$ cat config.mk
export PLATFORM = sky130hd
export DESIGN_NAME = dcache_flush_engine
export DESIGN_NICKNAME = d
export VERILOG_FILES = /design/src/rtl/dcache_pkg.sv /design/src/rtl/dcache_flush_engine.sv
export SDC_FILE = /design/constraint.sdc
export NUM_CORES = 1
export LEC_CHECK = 0
export ABC_AREA = 1
export CAP_MARGIN = 20
export CORE_AREA = 5 5 230 232
export DETAILED_ROUTE_END_ITERATION = 6
export DIE_AREA = 0 0 235 237
export PLACE_DENSITY_LB_ADDON = 0.12
export SYNTH_ARGS = -nofsm -noshare
export SYNTH_HDL_FRONTEND = slang
export SYNTH_SLANG_ARGS = --single-unit
export TNS_END_PERCENT = 10
$ cat constraint.sdc
create_clock -name clk_i -period 4.69 [get_ports clk_i]
set_input_delay 0.469 -clock clk_i [delete_from_list [all_inputs] [get_ports clk_i]]
set_output_delay 0.469 -clock clk_i [all_outputs]
set_load 0.1 [all_outputs]
$ cat src/rtl/dcache_pkg.sv
// Data-cache geometry, tag-entry layout, flush-engine state encoding and
// write-back address composition shared by the cache controller and flush engine.
package dcache_pkg;

    localparam int unsigned SETS        = 16;
    localparam int unsigned WAYS        = 2;
    localparam int unsigned LINE_BITS   = 256;
    localparam int unsigned ADDR_BITS   = 32;
    localparam int unsigned OFFSET_BITS = 5;
    localparam int unsigned TAG_BITS    = 25;
    localparam int unsigned VALID_BIT   = TAG_BITS - 1;
    localparam int unsigned DIRTY_BIT   = TAG_BITS - 2;

    typedef enum logic [2:0] {
        FS_IDLE = 3'd0,
        FS_RD   = 3'd1,
        FS_CHK  = 3'd2,
        FS_WB   = 3'd3,
        FS_CLR  = 3'd4,
        FS_DONE = 3'd5
    } flush_state_e;

    // Line byte address {tag, set, zero offset}.
    function automatic logic [ADDR_BITS-1:0] compose_addr(
        input logic [ADDR_BITS-1:0] tag_field,
        input logic [ADDR_BITS-1:0] set_idx,
        input int unsigned          set_bits,
        input int unsigned          off_bits
    );
        return (tag_field << (set_bits + off_bits)) | (set_idx << off_bits);
    endfunction

endpackage

$ cat src/rtl/dcache_flush_engine.sv
// Walks every set/way of the data-cache SRAM, writes valid+dirty lines back to
// data memory, then clears dirty (and valid when invalidating).
module dcache_flush_engine #(
    parameter int unsigned SETS        = dcache_pkg::SETS,
    parameter int unsigned WAYS        = dcache_pkg::WAYS,
    parameter int unsigned LINE_BITS   = dcache_pkg::LINE_BITS,
    parameter int unsigned ADDR_BITS   = dcache_pkg::ADDR_BITS,
    parameter int unsigned OFFSET_BITS = dcache_pkg::OFFSET_BITS,
    parameter int unsigned TAG_BITS    = dcache_pkg::TAG_BITS
) (
    input  logic                          clk_i,
    input  logic                          rst_i,
    input  logic                          flush_req_i,
    input  logic                          inv_i,
    output logic                          busy_o,
    output logic                          done_o,
    output logic [$clog2(SETS*WAYS):0]    wb_count_o,
    output logic                          sram_rd_o,
    output logic [$clog2(SETS)-1:0]       sram_idx_o,
    output logic [$clog2(WAYS)-1:0]       sram_way_o,
    input  logic [TAG_BITS-1:0]           sram_tag_i,
    input  logic [LINE_BITS-1:0]          sram_data_i,
    output logic                          sram_clr_o,
    output logic                          mem_enable_o,
    output logic                          mem_write_o,
    output logic [ADDR_BITS-1:0]          mem_addr_o,
    output logic [LINE_BITS-1:0]          mem_data_o,
    input  logic                          mem_ack_i
);
    import dcache_pkg::*;

    localparam int unsigned SET_BITS  = $clog2(SETS);
    localparam int unsigned CNT_BITS  = $clog2(SETS * WAYS);
    localparam int unsigned WBC_BITS  = CNT_BITS + 1;
    localparam int unsigned ATAG_BITS = ADDR_BITS - SET_BITS - OFFSET_BITS;

    localparam logic [2:0] IDLE = FS_IDLE;
    localparam logic [2:0] RD   = FS_RD;
    localparam logic [2:0] CHK  = FS_CHK;
    localparam logic [2:0] WB   = FS_WB;
    localparam logic [2:0] CLR  = FS_CLR;
    localparam logic [2:0] DONE = FS_DONE;

    logic [2:0]          state;
    logic [2:0]          state_nxt;
    logic [CNT_BITS-1:0] cnt;
    logic                inv_q;
    logic                start;
    logic                cnt_inc;
    logic                capture;
    logic                wb_done;
    logic                tag_valid;
    logic                tag_dirty;
    logic                last_entry;

    assign tag_valid  = sram_tag_i[TAG_BITS-1];
    assign tag_dirty  = sram_tag_i[TAG_BITS-2];
    assign last_entry = (cnt == {CNT_BITS{1'b1}});

    // Walk counter is {way, set}; set index occupies the low bits.
    assign sram_idx_o = cnt[SET_BITS-1:0];
    assign sram_way_o = cnt[CNT_BITS-1:SET_BITS];

    always_ff @(posedge clk_i or negedge rst_i) begin
        if (!rst_i) begin
            state <= IDLE;
        end else begin
            state <= state_nxt;
        end
    end

    always_comb begin
        state_nxt = state;
        start     = 1'b0;
        cnt_inc   = 1'b0;
        capture   = 1'b0;
        wb_done   = 1'b0;
        case (state)
            IDLE: begin
                if (flush_req_i) begin
                    state_nxt = RD;
                    start     = 1'b1;
                end
            end
            RD: state_nxt = CHK;
            CHK: begin
                // A dirty bit on an invalid line is stale and ignored.
                if (tag_valid && tag_dirty) begin
                    state_nxt = WB;
                    capture   = 1'b1;
                end else if (inv_q && tag_valid) begin
                    state_nxt = CLR;
                end else if (last_entry) begin
                    state_nxt = DONE;
                end else begin
                    state_nxt = RD;
                    cnt_inc   = 1'b1;
                end
            end
            WB: begin
                if (mem_ack_i) begin
                    state_nxt = CLR;
                    wb_done   = 1'b1;
                end
            end
            CLR: begin
                if (last_entry) begin
                    state_nxt = DONE;
                end else begin
                    state_nxt = RD;
                    cnt_inc   = 1'b1;
                end
            end
            DONE:    state_nxt = IDLE;
            default: state_nxt = IDLE;
        endcase
    end

    // Registered Moore outputs decoded from the next state, plus walk datapath.
    always_ff @(posedge clk_i or negedge rst_i) begin
        if (!rst_i) begin
            cnt          <= '0;
            inv_q        <= 1'b0;
            wb_count_o   <= '0;
            busy_o       <= 1'b0;
            done_o       <= 1'b0;
            sram_rd_o    <= 1'b0;
            sram_clr_o   <= 1'b0;
            mem_enable_o <= 1'b0;
            mem_write_o  <= 1'b0;
            mem_addr_o   <= '0;
            mem_data_o   <= '0;
        end else begin
            busy_o       <= (state_nxt != IDLE);
            done_o       <= (state_nxt == DONE);
            sram_rd_o    <= (state_nxt == RD);
            sram_clr_o   <= (state_nxt == CLR);
            mem_enable_o <= (state_nxt == WB);
            mem_write_o  <= (state_nxt == WB);
            if (start) begin
                cnt        <= '0;
                wb_count_o <= '0;
                inv_q      <= inv_i;
            end else begin
                if (cnt_inc) begin
                    cnt <= cnt + CNT_BITS'(1);
                end
                if (wb_done) begin
                    wb_count_o <= wb_count_o + WBC_BITS'(1);
                end
            end
            if (capture) begin
                mem_addr_o <= ADDR_BITS'(compose_addr(32'(sram_tag_i[ATAG_BITS-1:0]),
                                                      32'(cnt[SET_BITS-1:0]),
                                                      SET_BITS, OFFSET_BITS));
                mem_data_o <= sram_data_i;
            end
        end
    end

endmodule
# Word-level counts from Yosys, hierarchy flattened
# Index checks and enable logic that the tools add are counted.
# word_totals
in_bits	286
out_inout_bits	305
word_cells	49
ff_bits	308
# op_classes
n_eq_ne	9
reduce_logical	6
n_mux	20
n_bitwise	1
add_sub_neg	2
# op_table
operator	n
$or A32 B9 Y32	1
$mux W3	5
$pmux W3 S5	1
$mux W6	2
$mux W5	2
$eq A3 B2 Y1 const B	3
$eq A3 B3 Y1 const B	3
$mux W1	9
$add A6 B1 Y6 const B	1
$eq A3 B1 Y1 const B	2
$add A5 B1 Y5 const B	1
$eq A5 B5 Y1 const B	1
$reduce_bool A2 Y1	2
$logic_not A3 Y1	1
$reduce_bool A3 Y1	1
$logic_and A1 B1 Y1	2
$pmux W1 S2	1

# Depth between registers and ports, before layout
# Gate-level depths: netlist of the first run.
# depth
depth_word	7
mapped_depth	12
depth_no_buf	12

# Worst setup path after synthesis of the first run
# No wires, ideal clock.
# synth_timing
path_type	register -> register
start	register cnt[0]
end	register cnt[0]
path_stages_with_launch	12
arrival_ns	2.149
t_required_ns	4.569
n_path_buf	0
setup_ns	0.121
path_slack_ns	2.420
period_less_slack_ns	2.270
path_cell_list	dfrtp_1 > ha_1 > nand2_1 > nor2_1 > ha_1 > inv_1 > nand2_1 > nor2_1 > nand2_1 > nand2_1 > nor2_1 > nor2_1
# synth_between
elab_chain_cells	6
elab_cells_between_ends	9
cone_classes	add/sub: 1; eq/ne: 1; mux: 6; reduce/logical: 1
# synth_lines
element	line	text
start: declaration	dcache_flush_engine.sv:46	logic [CNT_BITS-1:0] cnt;
start signal: assignment	dcache_flush_engine.sv:146	cnt <= cnt + CNT_BITS'(1);
$eq A5 B5 Y1	dcache_flush_engine.sv:58	assign last_entry = (cnt == {CNT_BITS{1'b1}});
$mux W1	dcache_flush_engine.sv:93, dcache_flush_engine.sv:107	
$mux W1	dcache_flush_engine.sv:91	end else if (inv_q && tag_valid) begin
$mux W1	dcache_flush_engine.sv:88	if (tag_valid && tag_dirty) begin
$pmux W1 S2	dcache_flush_engine.sv:78	case (state)
$reduce_bool A2 Y1 (no line)	-	
# Several ways; a longest one is shown, not always the timed one. The select of a mux whose other input is x is not followed.
# A chain may end at the register's enable or synchronous reset.

# Final worst setup path of the first run
# layout_timing
start	register state[2]
end	register mem_data_o[97]
# layout_between
elab_chain_cells	2
# layout_lines
element	line	text
start: declaration	dcache_flush_engine.sv:44	logic [2:0] state;
start signal: assignment	dcache_flush_engine.sv:68	state <= state_nxt;
$eq A3 B2 Y1	dcache_flush_engine.sv:78	
$mux W1	dcache_flush_engine.sv:78	
end signal: assignment	dcache_flush_engine.sv:156	mem_data_o <= sram_data_i;
end: declaration	dcache_flush_engine.sv:27	output logic [LINE_BITS-1:0] mem_data_o,
# Every way passes these cells.

==> flow_metrics.env, run 1 <==
export IMPL_status="finished with violations"
export IMPL_violations="hold timing"
export IMPL_ys_seq_area_frac=0.6235
export IMPL_tightest_slew_ns=1.197
export IMPL_path_common_cell="nand2_1"
export IMPL_vias_per_cell=4.305
export IMPL_drc=0
export IMPL_arrival_ns=3.50
export IMPL_syn_avg_cell_area_um2=8.974
export IMPL_worstReg2RegStart="state[2]"
export IMPL_wl_per_cell_um=18.77
export IMPL_crit_fanout=201
export IMPL_layout_commonest_cell="nand2_1"
export IMPL_cts_tree="built"
export IMPL_slew_headroom=0.2020
export IMPL_cts_root_buf="clkbuf_16"
export IMPL_critPathMaxStageDelay_ns=0.86
export IMPL_drt_total_wl_um=48800
export IMPL_yosysWarnings=0
export IMPL_post_cts_resized=0
export IMPL_ant_nets=0
export IMPL_setup_violations=0
export IMPL_gp_congestion=0.7752
export IMPL_crit_required_ns=5.16
export IMPL_grt_max_degree=202
export IMPL_hold_slack_ns=-0.01353
export IMPL_min_period_ns=3.026
export IMPL_path_clk_slew_ns=0.06
export IMPL_rows=83
export IMPL_start_util=0.2395
export IMPL_post_cts_buffers=0
export IMPL_dp_slack_ns=1.693
export IMPL_antenna_found_initial=5
export IMPL_clkSinkCount=303
export IMPL_fmax_mhz=330.5
export IMPL_grt_pass1_wl_um=73400
export IMPL_dpl_hpwl_um=33440
export IMPL_drive_above_1_share=0.03858
export IMPL_die_h_um=237
export IMPL_num_vias=11190
export IMPL_dp_cells=2533
export IMPL_crit_path_end_kind="flop"
export IMPL_fin_tns_setup_ns=0
export IMPL_crit_type="flop to flop"
export IMPL_dieArea_mm2=0.05570
export IMPL_htree_num_levels=2
export IMPL_syn_area_mm2=0.01216
export IMPL_clockBufferDepth=3
export IMPL_port_buffers=585
export IMPL_io_pins=591
export IMPL_final_cell_count_no_fill=2600
export IMPL_core_area_mm2=0.05078
export IMPL_cts_buffers=39
export IMPL_gr_total_overflow=0
export IMPL_hold_viol=1
export IMPL_ys_types=22
export IMPL_finalClockSkew_ns=0.007635
export IMPL_dr_pass1_iters=6
export IMPL_syn_to_final_growth_pct=62.50
export IMPL_cp_slowest_cell="buf_4"
export IMPL_crit_path_start_kind="flop"
export IMPL_grt_pass1_vias=11170
export IMPL_holdBufCountCts=0
export IMPL_fin_ws_ns=1.664
export IMPL_crit_start="state[2]"
export IMPL_worst_hold_path_type="input pin to async pin"
export IMPL_path_cells="inv_2 -> nand2_1 -> nor2_4 -> buf_12 -> buf_4 -> nand3_1 -> nand2_1"
export IMPL_grt_usage=0.1675
export IMPL_rsz0062_at_grt="no"
export IMPL_post_route_util=0.3891
export IMPL_timing_reg2reg_setup_slack_ns=1.66
export IMPL_report_final_slew_viol_count=0
export IMPL_drtIter0Drc=606
export IMPL_layout_common_cells="nand2_1, clkdlybuf4s50_1, dfrtp_1"
export IMPL_die_w_um=235
export IMPL_min_period_over_period=0.6451
export IMPL_clk_latency_ns=0.54
export IMPL_syn_inst=1355
export IMPL_ys_ff_latch=303
export IMPL_layout_nets=2183
export IMPL_drv_cap=0
critical path: cells and delay by family (launching register included):
| family | cells | cell delay [ns] |
|---|---|---|
| buffers and inverters | 3 | 1.49 |
| flip-flops | 1 | 0.44 |
| AND/OR/NAND/NOR | 4 | 0.56 |
Yosys cell counts, drive strengths merged:
cell type | instances | area (µm²)
dfrtp | 303 | 7582
or2 | 1 | 6.260
o21ai | 3 | 15.01
nor2 | 18 | 75.07
mux2 | 1 | 11.26
nor3 | 1 | 5.000
nand4 | 8 | 50.05
o21bai | 1 | 7.510
a21oi | 1 | 5.000
nand2 | 605 | 2278
conb | 1 | 3.750
inv | 13 | 48.80
xor2 | 2 | 17.52
ha | 3 | 37.54
buf | 94 | 518.0
clkbuf | 6 | 22.52
nand3 | 294 | 1476
worst paths after layout:
path,to,cells after the start
min in group clk_i,mem_data_o[226],2
hold reg to reg,mem_data_o[226],2
hold / removal,mem_data_o[24],1
max in group asynchronous,mem_data_o[99],2
setup / recovery,mem_data_o[97],7
setup reg to reg,mem_data_o[97],7
cell families (layout without fill, tap and decap cells):
logic type	after synthesis	after routing	synth area share
AOI/OAI and AO/OA	5	5	0.002263
xor gates and xnor gates	2	2	0.001441
adders and majority gates	3	3	0.003087
buffers and inverters	113	672	0.04846
DFF	303	303	0.6235
muxes	1	1	0.0009260
other	1	7	0.0003084
and+or+nand+nor	927	927	0.3200
registers in the layout, indices dropped and copies added (netlist names), 3 cells and up:
signal	cells
mem_data_o	256
mem_addr_o	27
wb_count_o	6
cnt	5
state	3
stage by stage:
stage / area, µm² / hold WS [ns]
final: 19760 / -0.01353
after global routing: 19760 / 0.06593
after CTS: 19760 / 0.03644
after detailed placement: 18480 / 0.4570
after global placement: 18480 / 0.4521
after floorplan: 12180 / 0.1734
area by class of cell:
class | count | area [µm²]
Timing Repair Buffer | 594 | 5978
Fill cell | 5185 | 31020
Multi-Input combinational cell | 943 | 4013
Clock inverter | 3 | 40.04
Inverter | 13 | 56.30
Clock buffer | 62 | 1235
Antenna cell | 2 | 5.005
Tap cell | 680 | 850.8
Sequential cell | 303 | 7582
per-layer routing:
layer / vias to the layer above / GRT usage / part of all wire
met5: - / 0 / 0.00068
met4: 6 / 0.03822 / 0.018
met3: 54 / 0.05369 / 0.068
met2: 315 / 0.2919 / 0.51
met1: 5400 / 0.2031 / 0.41
li1: 5419 / - / -
Power of run 1 is not shown: default switching activity piles up to over one toggle a cycle in this logic, so the estimate is an artifact.
==> inputs of run 2 (changes only) <==
Settings changed: CORE_AREA 5 5 230 232 to 5 5 225 227, DIE_AREA 0 0 235 237 to 0 0 230 232.
Clock period 4.69 ns to 3.08 ns, I/O delays scaled along.
==> run 2 against run 1 <==
The run now ends clean. Register-to-register slack lost 0.75 ns. Final area shrank 1.7%. Die area shrank 4.2%.
==> flow_metrics.env, run 2 (synthesis gave the netlist of run 1 again) <==
export IMPL_status="finished, final reports clean"
export IMPL_ant_nets=0
export IMPL_crit_required_ns=2.77
export IMPL_cp_slowest_cell="clkdlybuf4s50_1"
export IMPL_reg_largest_list="mem_data_o (256), mem_addr_o (27), wb_count_o (6)"
export IMPL_drt_total_wl_um=49470
export IMPL_antenna_found_initial=8
export IMPL_path_clk_slew_ns=0.06
export IMPL_r2r_end="mem_data_o[109]"
export IMPL_grt_pass1_vias=11440
export IMPL_crit_path_start_kind="flop"
export IMPL_syn_to_final_growth_pct=59.69
export IMPL_crit_path_end_kind="output pin"
export IMPL_gr_total_overflow=0
export IMPL_start_util=0.2510
export IMPL_crit_fanout=2
export IMPL_hold_slack_ns=0.3296
export IMPL_drive_above_1_share=0.1318
export IMPL_min_period_over_period=0.7753
export IMPL_dr_pass1_iters=5
export IMPL_cts_buffers=38
export IMPL_dpl_hpwl_um=34920
export IMPL_hold_path_end="mem_data_o[233]"
export IMPL_drc=0
export IMPL_report_final_slew_viol_count=0
export IMPL_seq_area_mm2=0.007582
export IMPL_clkSinkCount=303
export IMPL_path_cells="clkdlybuf4s50_1"
export IMPL_clk_latency_ns=0.53
export IMPL_slew_headroom=0.3179
export IMPL_fmax_mhz=418.8
export IMPL_regMostFlops="mem_data_o"
export IMPL_tightest_slew_ns=1.020
export IMPL_layout_common_cells="nand2_1, clkdlybuf4s50_1, dfrtp_1"
export IMPL_die_w_um=230
export IMPL_multi_input_area_mm2=0.004013
export IMPL_layout_commonest_cell="nand2_1"
export IMPL_hp_start="sram_data_i[233]"
export IMPL_worst_hold_path_type="input pin to flop"
export IMPL_holdPathStages=3
export IMPL_htree_num_levels=2
export IMPL_layout_nets=2191
export IMPL_crit_family="buffers and inverters"
export IMPL_post_cts_resized=0
export IMPL_crit_buf_inv=1
export IMPL_grt_pass1_wl_um=73910
export IMPL_hold_viol=0
export IMPL_finalClockSkew_ns=0.009817
export IMPL_wl_per_cell_um=19.39
export IMPL_critPathMaxStageDelay_ns=1.16
export IMPL_worstSetupPathDepth=1
export IMPL_dieArea_mm2=0.05336
export IMPL_num_vias=11270
export IMPL_r2r_cells=7
export IMPL_arrival_ns=2.08
export IMPL_rows=81
export IMPL_largest_reg_flops=256
export IMPL_grt_usage=0.1779
export IMPL_cts_root_buf="clkbuf_16"
export IMPL_post_cts_buffers=0
export IMPL_grt_max_degree=158
export IMPL_min_period_ns=2.388
export IMPL_cts_tree="built"
export IMPL_drtIter0Drc=684
export IMPL_timing_reg2reg_setup_slack_ns=0.91
export IMPL_clockBufferDepth=3
export IMPL_fillCellCount=4880
export IMPL_vias_per_cell=4.416
export IMPL_port_buffers=585
export IMPL_die_h_um=232
export IMPL_fin_tns_setup_ns=0
export IMPL_gp_congestion=0.7973
export IMPL_rsz0062_at_grt="no"
export IMPL_io_pins=591
export IMPL_setup_violations=0
export IMPL_drv_cap=0
export IMPL_crit_type="flop to output pin"
export IMPL_core_area_mm2=0.04844
export IMPL_worstReg2RegStart="state[2]"
run 2: cell count changes in the layout (fill, tap and decap cells not counted):
cell / change
dlygate4sd3_1: +1
inv_6: +1
buf_12: +6
bufinv_16: +4
clkdlybuf4s50_1: -169
clkbuf_8: -7
clkinv_2: +6
clkbuf_16: -2
buf_4: +171
clkbuf_1: -3
clkinvlp_4: +1
run 2: cell type report:
cell class | instances | share of cell area
Antenna cell | 2 | 0.0002577
Clock buffer | 50 | 0.05548
Timing Repair Buffer | 603 | 0.2936
Clock inverter | 15 | 0.01063
Tap cell | 622 | 0.04008
Inverter | 13 | 0.002899
Multi-Input combinational cell | 943 | 0.2066
Sequential cell | 303 | 0.3905
run 2: repair_timing:
action / CTS / global route
hold buffers: 1 / 0
endpoints found under the setup margin: 0 / 0
endpoints found under the hold margin: 69 / 0
run 2: how the worst max path moves through the flow:
stage          slack (ns)              end            start
5_1_grt              0.62  mem_data_o[182]  mem_data_o[182]
4_1_cts              0.63  mem_data_o[182]  mem_data_o[182]
3_5_place_dp         0.71  mem_data_o[224]   sram_tag_i[24]
2_1_floorplan        0.81           cnt[0]           cnt[0]
6_report             0.69   mem_data_o[65]   mem_data_o[65]
3_3_place_gp         0.73  mem_data_o[221]   sram_tag_i[24]
run 2: per-stage QoR:
step | cell area, µm² | setup WS, ns | instances | utilization
finish | 19420 | 0.6920 | 2551 | 0.4008
global route | 19420 | 0.6169 | 2551 | 0.4008
detailed placement | 18120 | 0.7110 | 2483 | 0.3740
CTS | 19410 | 0.6326 | 2549 | 0.4007
floorplan | 12180 | 0.8098 | 1359 | -
global placement | 18120 | 0.7329 | 2483 | 0.3740
run 2: per-layer routing:
layer  vias up  track usage  wire length (µm)
li1       5435            -                 -
met1      5400       0.2122             19770
met2       347       0.3024             24310
met3        71      0.06407              4016
met4        12      0.05455              1278
met5         -            0                95
Power of run 2 is left out for the same reason.
==> RTL edit: new RTL, settings of run 1 <==
Reset style: synchronous (`rst_i`), changed in 2 clocked blocks.
--- a/src/rtl/dcache_flush_engine.sv
+++ b/src/rtl/dcache_flush_engine.sv
@@ -63,3 +63,3 @@
 
-    always_ff @(posedge clk_i or negedge rst_i) begin
+    always_ff @(posedge clk_i) begin
         if (!rst_i) begin
@@ -119,3 +119,3 @@
     // Registered Moore outputs decoded from the next state, plus walk datapath.
-    always_ff @(posedge clk_i or negedge rst_i) begin
+    always_ff @(posedge clk_i) begin
         if (!rst_i) begin
Check against the original RTL: differs if rst_i is asserted again (counterexample within 4 cycles, from zero or initial values and one cycle with rst_i low); with rst_i held inactive, the same outputs for 4 cycles.
==> RTL edit against run 1 <==
Worst setup slack gained 0.37 ns. Cell count rose by 0.54%. Routed wire length decreased by 3.9%. First-iteration DRC count decreased by 27%. Maximum frequency grew 14%. Sequential cell count is the same. Cell area decreased by 7.9%. Register-to-register slack gained 0.58 ns. Area after synthesis is 11% lower. Highest routed layer unchanged.
==> RTL edit: results (changes against run 1) <==
| Metric | Value |
|---|---|
| Setup crit end kind | output port |
| Met1 global-route usage | 17.3% (-3.0 points) |
| Main area contributors after synthesis | dfxtp_1, nor2_1, o21ai_0 |
| Final Hold Slack | 0.457 ns (+0.471 ns) |
| Met2 usage | 27.7% (-1.5 points) |
| Met1 Wirelength | 18,000 µm (-9.1%) |
| Syn_area_per_cell | 7.94 µm² (-12%) |
| Placed Cells | 2,541 (+0.32%) |
| Starting DRC count in detailed routing | 441 (-27%) |
| Drt via density | 4.14 (-3.9%) |
| Met3 Use GR | 7.83% (+2.5 points) |
| Tightest Hold Check Type | input pin to flop |
| Slew HR | 24.6% (+4.4 points) |
| Routed via count | 10,800 (-3.3%) |
| Reg2Reg Setup Slack | 2.24 ns (+0.58 ns) |
| Initial antenna violation count | 10 (+5) |
| Yosys Warn Count | 0 (unchanged) |
| Total GRT Usage | 16.0% (-0.78 points) |
| Pre-CTS setup slack | 1.62 ns (-0.0747 ns) |
| Highest-delay cell along the critical path | clkdlybuf4s50_1 |
| Metal3 WL | 4770 µm (+45%) |
| Crit. Startpoint | cnt[2] |
| Ys async rst share | 0% (-100 points) |
| Seq/Total Area, Yosys | 56.0% (-6.3 points) |
| Largest net degree at the start of global routing | 131 (-35%) |
| Max FO, Critical Path | 6 (-97%) |
| Routed len/inst | 17.9 µm (-4.4%) |
| Router iterations before antenna repair | 4 (-2) |
| Critical Path Sink | sram_idx_o[2] |
| Clock skew | 0.0237 ns (+0.0161 ns) |
| CP peak stage delay | 1.20 ns (+0.34 ns) |
| Arr. time, crit path | 2.18 ns (-1.32 ns) |
| Post-DP HPWL | 33,800 µm (+1.2%) |
| GP Congestion | 0.772 (-0.40%) |
| Status | finished, final reports clean |
| FF-to-FF End | mem_data_o[225] |
| Clock H-tree levels | 2 (unchanged) |
| Cells on worst reg2reg path | 6 (-1) |
| Worst reg2reg path startpoint | state[2] |
| Layout Nets | 2,191 (+0.37%) |
-- RTL edit: cell count changes after synthesis, sizes merged, moves of 40 or more --
cell / run 1 / this run
nand2: 605 / 37
nor2: 18 / 575
dfrtp: 303 / 0
dfxtp: 0 / 303
o21ai: 3 / 286
nand3: 294 / 20
clkbuf: 6 / 46
-- RTL edit: layout make-up --
class	count	area (µm²)
fillers	5283	32600
flip-flops and latches	303	6070
repair buffers	595	5980
multi-input cells	946	4030
clock buffers	57	1090
well taps	680	851
clock inverters	12	98.8
inverters	17	71.3
diodes	4	10.0
-- RTL edit: kinds of logic (layout without fill, tap and decap cells) --
logic type	Yosys count	count (layout)	share of synthesized area, %
and+or+nand+nor	635	635	22.5
adders and majority gates	3	3	0.347
xor gates and xnor gates	4	4	0.324
AOI/OAI and AO/OA	299	299	13.8
other	1	9	0.0346
buffers and inverters	119	681	6.99
DFF	303	303	56.0
-- RTL edit: report_power, final --
group / internal, mW / switching, mW
logic: 0.387 / 0.735
registers: 2.64 / 0.0363
clock network: 1.67 / 1.15
